`src/rtl/minisrc_control_unit.sv`:
```
// Hardwired control sequencer for the Mini SRC datapath.
// Optional build macro: MINISRC_STEP_EN (single-step via Step input).
//
// Ports:
//   Clock, Clear (async active-low)     clocking and reset
//   IR[31:0], BranchOut, Stop           instruction, CON result, halt request
//   Step (MINISRC_STEP_EN only)         single-step advance from HALT
//   Run, DP_Clear                       sequencer status, datapath clear
//   *out / *in / Gr* / ALU ops          bus-drive, load, select, ALU strobes
//   Read, Write                         memory strobes
//
// Strobes are decoded only from flops: the state register, the wait
// counter, and the IR and CON registers that live in the datapath. IR is
// reloaded at the end of T2 and its new value is needed during T3, so the
// decode cannot be pre-registered one cycle early; decoding straight from
// registers still gives strobes that are stable across the whole cycle.
module minisrc_control_unit #(
    parameter int MEM_WAIT = 0
) (
    input  logic        Clock,
    input  logic        Clear,
    input  logic [31:0] IR,
    input  logic        BranchOut,
    input  logic        Stop,
`ifdef MINISRC_STEP_EN
    input  logic        Step,
`endif
    output logic        Run,
    output logic        DP_Clear,
    output logic        PCout,
    output logic        Zlowout,
    output logic        Zhighout,
    output logic        MDRout,
    output logic        HIout,
    output logic        LOout,
    output logic        InPortout,
    output logic        Cout,
    output logic        BAout,
    output logic        Rout,
    output logic        PCin,
    output logic        IRin,
    output logic        MARin,
    output logic        MDRin,
    output logic        Yin,
    output logic        Zin,
    output logic        HIin,
    output logic        LOin,
    output logic        Rin,
    output logic        CONin,
    output logic        OutPortIn,
    output logic        Gra,
    output logic        Grb,
    output logic        Grc,
    output logic        IncPC,
    output logic        ADD,
    output logic        SUB,
    output logic        MUL,
    output logic        DIV,
    output logic        AND,
    output logic        OR,
    output logic        SHR,
    output logic        SHRA,
    output logic        SHL,
    output logic        ROR,
    output logic        ROL,
    output logic        NEG,
    output logic        NOT,
    output logic        Read,
    output logic        Write
);

    typedef enum logic [3:0] {
        S_RESET,
        S_T0,
        S_T1,
        S_T1W,
        S_T2,
        S_T3,
        S_T4,
        S_T5,
        S_T6,
        S_T6W,
        S_T7,
        S_HALT
    } state_t;

    localparam logic [4:0] OP_LD   = 5'd0;
    localparam logic [4:0] OP_LDI  = 5'd1;
    localparam logic [4:0] OP_ST   = 5'd2;
    localparam logic [4:0] OP_ADD  = 5'd3;
    localparam logic [4:0] OP_SUB  = 5'd4;
    localparam logic [4:0] OP_AND  = 5'd5;
    localparam logic [4:0] OP_OR   = 5'd6;
    localparam logic [4:0] OP_ROR  = 5'd7;
    localparam logic [4:0] OP_ROL  = 5'd8;
    localparam logic [4:0] OP_SHR  = 5'd9;
    localparam logic [4:0] OP_SHRA = 5'd10;
    localparam logic [4:0] OP_SHL  = 5'd11;
    localparam logic [4:0] OP_ADDI = 5'd12;
    localparam logic [4:0] OP_ANDI = 5'd13;
    localparam logic [4:0] OP_ORI  = 5'd14;
    localparam logic [4:0] OP_DIV  = 5'd15;
    localparam logic [4:0] OP_MUL  = 5'd16;
    localparam logic [4:0] OP_NEG  = 5'd17;
    localparam logic [4:0] OP_NOT  = 5'd18;
    localparam logic [4:0] OP_BR   = 5'd19;
    localparam logic [4:0] OP_JAL  = 5'd20;
    localparam logic [4:0] OP_JR   = 5'd21;
    localparam logic [4:0] OP_IN   = 5'd22;
    localparam logic [4:0] OP_OUT  = 5'd23;
    localparam logic [4:0] OP_MFHI = 5'd24;
    localparam logic [4:0] OP_MFLO = 5'd25;
    localparam logic [4:0] OP_HALT = 5'd27;

    localparam logic [1:0] WAIT_N = MEM_WAIT[1:0];

    state_t     state;
    logic [1:0] cnt;
    logic       hard_halt;
    logic [4:0] opcode;
    logic [2:0] last;
    logic       is_reg;
    logic       is_imm;
    logic       is_md;
    logic       is_nn;
    logic       op_en;
    logic       step_rise;
    logic       unused_ir;

    assign opcode    = IR[31:27];
    assign unused_ir = ^IR[26:0];

    assign is_reg = (opcode >= OP_ADD) && (opcode <= OP_SHL);
    assign is_imm = (opcode >= OP_ADDI) && (opcode <= OP_ORI);
    assign is_md  = (opcode == OP_DIV) || (opcode == OP_MUL);
    assign is_nn  = (opcode == OP_NEG) || (opcode == OP_NOT);

`ifdef MINISRC_STEP_EN
    logic step_q;

    always_ff @(posedge Clock or negedge Clear) begin
        if (!Clear) begin
            step_q <= 1'b0;
        end else begin
            step_q <= Step;
        end
    end

    assign step_rise = Step & ~step_q;
    localparam state_t DONE_NEXT = S_HALT;
`else
    assign step_rise = 1'b0;
    localparam state_t DONE_NEXT = S_T0;
`endif

    // Final execution step of each opcode (T3..T7)
    always_comb begin
        last = 3'd3;
        unique case (1'b1)
            is_reg, is_imm:     last = 3'd5;
            is_md:              last = 3'd6;
            is_nn:              last = 3'd4;
            opcode == OP_LD:    last = 3'd7;
            opcode == OP_LDI:   last = 3'd5;
            opcode == OP_ST:    last = 3'd6;
            opcode == OP_BR:    last = 3'd6;
            opcode == OP_JAL:   last = 3'd4;
            default:            last = 3'd3;
        endcase
    end

    always_ff @(posedge Clock or negedge Clear) begin
        if (!Clear) begin
            state     <= S_RESET;
            cnt       <= 2'd0;
            hard_halt <= 1'b0;
        end else begin
            unique case (state)
                S_RESET: state <= S_T0;
                S_T0: state <= Stop ? S_HALT : S_T1;
                S_T1: begin
                    if (WAIT_N == 2'd0) begin
                        state <= S_T2;
                    end else begin
                        state <= S_T1W;
                        cnt   <= 2'd1;
                    end
                end
                S_T1W: begin
                    if (cnt == WAIT_N) begin
                        state <= S_T2;
                    end else begin
                        cnt <= cnt + 2'd1;
                    end
                end
                S_T2: state <= S_T3;
                S_T3: begin
                    if (opcode == OP_HALT) begin
                        state     <= S_HALT;
                        hard_halt <= 1'b1;
                    end else if (last == 3'd3) begin
                        state <= DONE_NEXT;
                    end else begin
                        state <= S_T4;
                    end
                end
                S_T4: state <= (last == 3'd4) ? DONE_NEXT : S_T5;
                S_T5: state <= (last == 3'd5) ? DONE_NEXT : S_T6;
                S_T6: begin
                    if (opcode != OP_LD) begin
                        state <= DONE_NEXT;
                    end else if (WAIT_N == 2'd0) begin
                        state <= S_T7;
                    end else begin
                        state <= S_T6W;
                        cnt   <= 2'd1;
                    end
                end
                S_T6W: begin
                    if (cnt == WAIT_N) begin
                        state <= S_T7;
                    end else begin
                        cnt <= cnt + 2'd1;
                    end
                end
                S_T7: state <= DONE_NEXT;
                S_HALT: begin
                    if (step_rise && !hard_halt) begin
                        state <= S_T0;
                    end
                end
                default: state <= S_RESET;
            endcase
        end
    end

    always_comb begin
        {PCout, Zlowout, Zhighout, MDRout, HIout, LOout, InPortout,
         Cout, BAout, Rout} = '0;
        {PCin, IRin, MARin, MDRin, Yin, Zin, HIin, LOin, Rin, CONin,
         OutPortIn} = '0;
        {Gra, Grb, Grc} = '0;
        {IncPC, ADD, SUB, MUL, DIV, AND, OR, SHR, SHRA, SHL, ROR, ROL,
         NEG, NOT} = '0;
        {Read, Write} = '0;
        op_en    = 1'b0;
        Run      = (state != S_RESET) && (state != S_HALT);
        DP_Clear = (state == S_RESET);

        unique case (state)
            S_T0: begin
                PCout = 1'b1;
                MARin = 1'b1;
                IncPC = 1'b1;
                Zin   = 1'b1;
            end
            S_T1: begin
                Zlowout = 1'b1;
                PCin    = 1'b1;
                Read    = 1'b1;
                MDRin   = (WAIT_N == 2'd0);
            end
            S_T1W, S_T6W: begin
                Read  = 1'b1;
                MDRin = (cnt == WAIT_N);
            end
            S_T2: begin
                MDRout = 1'b1;
                IRin   = 1'b1;
            end
            S_T3: begin
                unique case (1'b1)
                    is_reg, is_imm: begin
                        Grb = 1'b1; Rout = 1'b1; Yin = 1'b1;
                    end
                    is_md: begin
                        Gra = 1'b1; Rout = 1'b1; Yin = 1'b1;
                    end
                    is_nn: begin
                        Grb = 1'b1; Rout = 1'b1;
                        op_en = 1'b1; Zin = 1'b1;
                    end
                    opcode <= OP_ST: begin
                        Grb = 1'b1; BAout = 1'b1; Yin = 1'b1;
                    end
                    opcode == OP_BR: begin
                        Gra = 1'b1; Rout = 1'b1; CONin = 1'b1;
                    end
                    opcode == OP_JR: begin
                        Gra = 1'b1; Rout = 1'b1; PCin = 1'b1;
                    end
                    opcode == OP_JAL: begin
                        PCout = 1'b1; Grb = 1'b1; Rin = 1'b1;
                    end
                    opcode == OP_IN: begin
                        InPortout = 1'b1; Gra = 1'b1; Rin = 1'b1;
                    end
                    opcode == OP_OUT: begin
                        Gra = 1'b1; Rout = 1'b1; OutPortIn = 1'b1;
                    end
                    opcode == OP_MFHI: begin
                        HIout = 1'b1; Gra = 1'b1; Rin = 1'b1;
                    end
                    opcode == OP_MFLO: begin
                        LOout = 1'b1; Gra = 1'b1; Rin = 1'b1;
                    end
                    default: ;
                endcase
            end
            S_T4: begin
                unique case (1'b1)
                    is_reg: begin
                        Grc = 1'b1; Rout = 1'b1;
                        op_en = 1'b1; Zin = 1'b1;
                    end
                    is_imm: begin
                        Cout = 1'b1; op_en = 1'b1; Zin = 1'b1;
                    end
                    is_md: begin
                        Grb = 1'b1; Rout = 1'b1;
                        op_en = 1'b1; Zin = 1'b1;
                    end
                    is_nn: begin
                        Zlowout = 1'b1; Gra = 1'b1; Rin = 1'b1;
                    end
                    opcode <= OP_ST: begin
                        Cout = 1'b1; ADD = 1'b1; Zin = 1'b1;
                    end
                    opcode == OP_BR: begin
                        PCout = 1'b1; Yin = 1'b1;
                    end
                    opcode == OP_JAL: begin
                        Gra = 1'b1; Rout = 1'b1; PCin = 1'b1;
                    end
                    default: ;
                endcase
            end
            S_T5: begin
                unique case (1'b1)
                    is_reg, is_imm, opcode == OP_LDI: begin
                        Zlowout = 1'b1; Gra = 1'b1; Rin = 1'b1;
                    end
                    is_md: begin
                        Zlowout = 1'b1; LOin = 1'b1;
                    end
                    opcode == OP_LD, opcode == OP_ST: begin
                        Zlowout = 1'b1; MARin = 1'b1;
                    end
                    opcode == OP_BR: begin
                        Cout = 1'b1; ADD = 1'b1; Zin = 1'b1;
                    end
                    default: ;
                endcase
            end
            S_T6: begin
                unique case (1'b1)
                    is_md: begin
                        Zhighout = 1'b1; HIin = 1'b1;
                    end
                    opcode == OP_LD: begin
                        Read  = 1'b1;
                        MDRin = (WAIT_N == 2'd0);
                    end
                    opcode == OP_ST: begin
                        Gra = 1'b1; Rout = 1'b1; Write = 1'b1;
                    end
                    opcode == OP_BR: begin
                        Zlowout = BranchOut;
                        PCin    = BranchOut;
                    end
                    default: ;
                endcase
            end
            S_T7: begin
                MDRout = 1'b1; Gra = 1'b1; Rin = 1'b1;
            end
            default: ;
        endcase

        // One ALU op per cycle, chosen by the opcode
        if (op_en) begin
            unique case (opcode)
                OP_ADD, OP_ADDI: ADD  = 1'b1;
                OP_SUB:          SUB  = 1'b1;
                OP_AND, OP_ANDI: AND  = 1'b1;
                OP_OR, OP_ORI:   OR   = 1'b1;
                OP_ROR:          ROR  = 1'b1;
                OP_ROL:          ROL  = 1'b1;
                OP_SHR:          SHR  = 1'b1;
                OP_SHRA:         SHRA = 1'b1;
                OP_SHL:          SHL  = 1'b1;
                OP_DIV:          DIV  = 1'b1;
                OP_MUL:          MUL  = 1'b1;
                OP_NEG:          NEG  = 1'b1;
                OP_NOT:          NOT  = 1'b1;
                default: ;
            endcase
        end
    end

endmodule

```
`config.mk`:
```
export PLATFORM = sky130hd
export DESIGN_NAME = minisrc_control_unit
export DESIGN_NICKNAME = d
export VERILOG_FILES = /design/src/rtl/minisrc_control_unit.sv
export SDC_FILE = /design/constraint.sdc
export NUM_CORES = 1
export LEC_CHECK = 0
export ABC_AREA = 1
export ABC_CLOCK_PERIOD_IN_PS = 1500
export BUFFER_PORTS_ARGS = -buffer_cell sky130_fd_sc_hd__buf_2
export CAP_MARGIN = 10
export CORE_ASPECT_RATIO = 0.75
export CORE_MARGIN = 2
export CORE_UTILIZATION = 35
export DETAILED_ROUTE_END_ITERATION = 6
export GPL_TIMING_DRIVEN = 0
export PLACE_DENSITY_LB_ADDON = 0.05
export SLEW_MARGIN = 20
export SYNTH_ARGS = -nofsm -noshare
export SYNTH_HDL_FRONTEND = slang
export SYNTH_SLANG_ARGS = --single-unit
```
`constraint.sdc`:
```
create_clock -name Clock -period 1.5 [get_ports Clock]
set_input_delay 0.075 -clock Clock [delete_from_list [all_inputs] [get_ports Clock]]
set_output_delay 0.075 -clock Clock [all_outputs]
set_load 0.01 [all_outputs]
```
==> results by group <==
Clock network
  – CTS max path bufs: 2
  – TritonCTS Sinks: 6
  – H-tree levels: 1
  – Clk Latency, worst-skew pair: 220 ps
  – CTS tree: yes
  – Clock transition at path regs: 40 ps
  – CTS root buf: clkbuf_8
  – Total CTS buffers: 3

Placed design
  – Setup slack at placement: -163 ps
  – I/O Buffers: 47
  – Hpwl dp: 3400 µm
  – Gpl congestion: 0.843

Power and ir drop
  – Clk pwr share: 0.102
  – Switch share: 0.519
  – Peak supply drop: 0.649 mV
  – PnR Total Power: 2.32 mW
  – Internal power: 1.12 mW
  – Switching Power: 1.21 mW
  – Leak: 1.08 nW
  – Pwr dens: 1150 nW/µm²
  – Flop pwr share: 0.132
  – Combinational share of power: 0.765

Final layout
  – ANT cells: 0
  – Layout Area Growth over Synthesis: 63.8%
  – Storage element area: 154 µm²
  – Fillers: 314
  – Final Net Count: 318
  – Share of layout cells above drive strength 1: 0.584
  – Footprint of the multi-input gates: 1150 µm²

STA
  – Normalized max-slew margin: 0.700
  – Final min period: 1640 ps
  – RSZ-0062 raised after global routing: true
  – Fin. Hold Viols: 0
  – Hold WS: 211 ps
  – Final count of negative-setup-slack endpoints: 30
  – Worst-Margin Slew: 447 ps
  – Slew Limit Fails: 0
  – Max Fclk: 608 MHz
  – Final worst slack: -144 ps
  – Period utilization: 1.10
  – Setup TNS: -2840 ps
  – Setup Skew: 4.07 ps

Critical path
  – Crit path DAT: 1570 ps
  – CP required: 1420 ps
  – Worst-path maximum fanout: 10
  – Crit path capture type: output pin
  – CP Class: flip-flop to output pin
  – R2R depth: 10
  – Critical Path Start Type: flip-flop

GRT
  – Total congestion overflow: 0
  – First-pass GRT wire length: 6700 µm
  – GRT Total Usage: 0.206
  – Largest net degree at the start of global routing: 11
  – Antenna violations before repair: 0
  – Vias in the first global route: 1,388

Floorplan
  – Initial Util: 0.372
  – # IOs: 78
  – DIE AREA: 4040 µm²
  – Die outline width: 72.7 µm
  – Row count: 18
  – Die Ht: 55.5 µm
  – CORE AREA: 3330 µm²

Yosys
  – Seq/Total Area, Yosys: 0.121
  – Post-synth cell types: 34
  – Register bit total from synthesis: 6
  – Cell area after synthesis: 1240 µm²
  – Yosys warnings: 0
  – Gate Count Post-Synth: 210
  – Syn avg cell area: 5.90 µm²
  – Syn_nets: 247

Run status
  – Failing checks: negative setup slack
  – Run status: finished with violations

Detailed routing
  – Wirelength per Cell: 14.5 µm
  – Drt via density: 5.42
  – Routed vias: 1,730
  – Pre-Repair DR Iteration Count: 5
  – Post-Route WL: 4630 µm
  – Routed Antenna Nets: 0
  – Post-route DRC violation count: 0
  – Starting DRC count in detailed routing: 132

Min path
  – Hold path depth: 5
  – Min-Delay Path Class: input pin to flip-flop

Flow run
  – Maxcap violations: 0
==> cell usage in the layout (no fill, tap or decap), drive strengths merged <==
| cell type | netlist | routed |
|---|---|---|
| dlygate4sd3 | 0 | 1 |
| nand4 | 6 | 6 |
| o21bai | 1 | 1 |
| o211ai | 1 | 1 |
| a21oi | 6 | 6 |
| xor2 | 1 | 1 |
| clkinv | 1 | 1 |
| nor4 | 1 | 1 |
| o21ai | 13 | 13 |
| nand3b | 2 | 2 |
| nor3 | 9 | 9 |
| or2 | 1 | 1 |
| dfrtp | 6 | 6 |
| buf | 5 | 69 |
| a31oi | 3 | 3 |
| nor2 | 55 | 55 |
| ha | 1 | 1 |
| nand2 | 45 | 45 |
| clkbuf | 0 | 4 |
| inv | 33 | 33 |
| nand3 | 19 | 19 |
| a32oi | 1 | 1 |
==> cells in the mapped netlist <==
master,number,area (µm²)
nor2_1,46,173
inv_2,7,26.3
or2_2,1,6.26
buf_2,1,5.00
a31oi_1,3,18.8
dfrtp_1,6,150
ha_1,1,12.5
inv_1,25,93.8
nand2_4,3,33.8
a21oi_1,6,30.0
o211ai_1,1,7.51
nand3_2,5,50.1
nor2_2,3,18.8
nand3b_1,2,15.0
o21ai_1,2,10.0
buf_6,1,11.3
o21ai_0,9,45.0
o21bai_1,1,7.51
nand2_1,33,124
inv_4,1,6.26
nand2_2,9,56.3
nand3_4,1,17.5
clkinv_4,1,8.76
nand3_1,13,65.1
o21ai_2,2,17.5
nor2_4,4,45.0
nor3_2,3,30.0
nor2_8,2,40.0
xor2_1,1,8.76
buf_4,3,22.5
nor4_1,1,6.26
nor3_1,6,30.0
a32oi_1,1,8.76
nand4_1,6,37.5
==> layout make-up <==
cell class / instances / area share
multi-input cells: 165 / 0.568
flip-flops and latches: 6 / 0.0758
inverters: 34 / 0.0715
repair buffers: 66 / 0.219
plain buffers: 5 / 0.0203
well taps: 40 / 0.0247
clock buffers: 3 / 0.0203
==> stage by stage <==
| stage | std cells | utilization | area [µm²] |
|---|---|---|---|
| 3_5_place_dp | 297 | 0.457 | 1520 |
| 3_3_place_gp | 297 | 0.457 | 1520 |
| 4_1_cts | 307 | 0.515 | 1720 |
| 5_1_grt | 319 | 0.609 | 2030 |
| 2_1_floorplan | 210 | - | 1240 |
| 6_report | 319 | 0.609 | 2030 |
==> logic make-up after synthesis <==
logic type	after synthesis	synth area share
compound gates	25	0.117
simple gates	138	0.604
flops	6	0.121
xor+xnor	1	0.00707
buf+inv	39	0.140
fa+ha+maj	1	0.0101
==> per-layer routing <==
layer  global-route usage  vias up  share of wire  wire (µm)
li1                     -      826              -          -
met1                0.355      812           0.47       2160
met2                0.274       90           0.43       2000
met3               0.0237        2          0.099        459
met4               0.0159        0        0.00043          2
met5                    0        -              0          0
==> final timing paths <==
path,endpoint,start,slack [ps]
min in group asynchronous,state[3],Clear,220
max reg2reg,state[1],state[3],40
max in group asynchronous,state[2],Clear,1130
min reg2reg,cnt[0],cnt[0],470
max,PCout,state[3],-140
min,state[0],Stop,210
==> what timing repair did <==
action	in CTS	in global routing
pin swaps	6	16
setup buffers	6	12
cloned	0	0
endpoints found under the setup margin	37	39
endpoints found under the hold margin	6	0
resized for setup	31	60
hold buffers	1	0
==> state kept, by name (all words and copies together) (netlist names) <==
register  count
cnt           2
state         4
==> power groups by stage <==
stage | Clock (mW) | Sequential, mW | Combinational [mW]
finish | 0.238 | 0.308 | 1.78
global route | 0.255 | 0.316 | 1.92
CTS | 0.244 | 0.283 | 1.31
detailed placement | 0 | 0.266 | 1.10
global placement | 0 | 0.265 | 1.11
floorplan | 0 | 0.247 | 0.740
==> worst max-delay path, stage by stage (launching register included) <==
cell	delay, ps
dfrtp_1	410
inv_2	100
nand2_4	90
nor2_4	150
clkbuf_4	210
nand2_1	90
o211ai_1	150
buf_2	160
No activity file was read; power rests on OpenSTA's default activity.
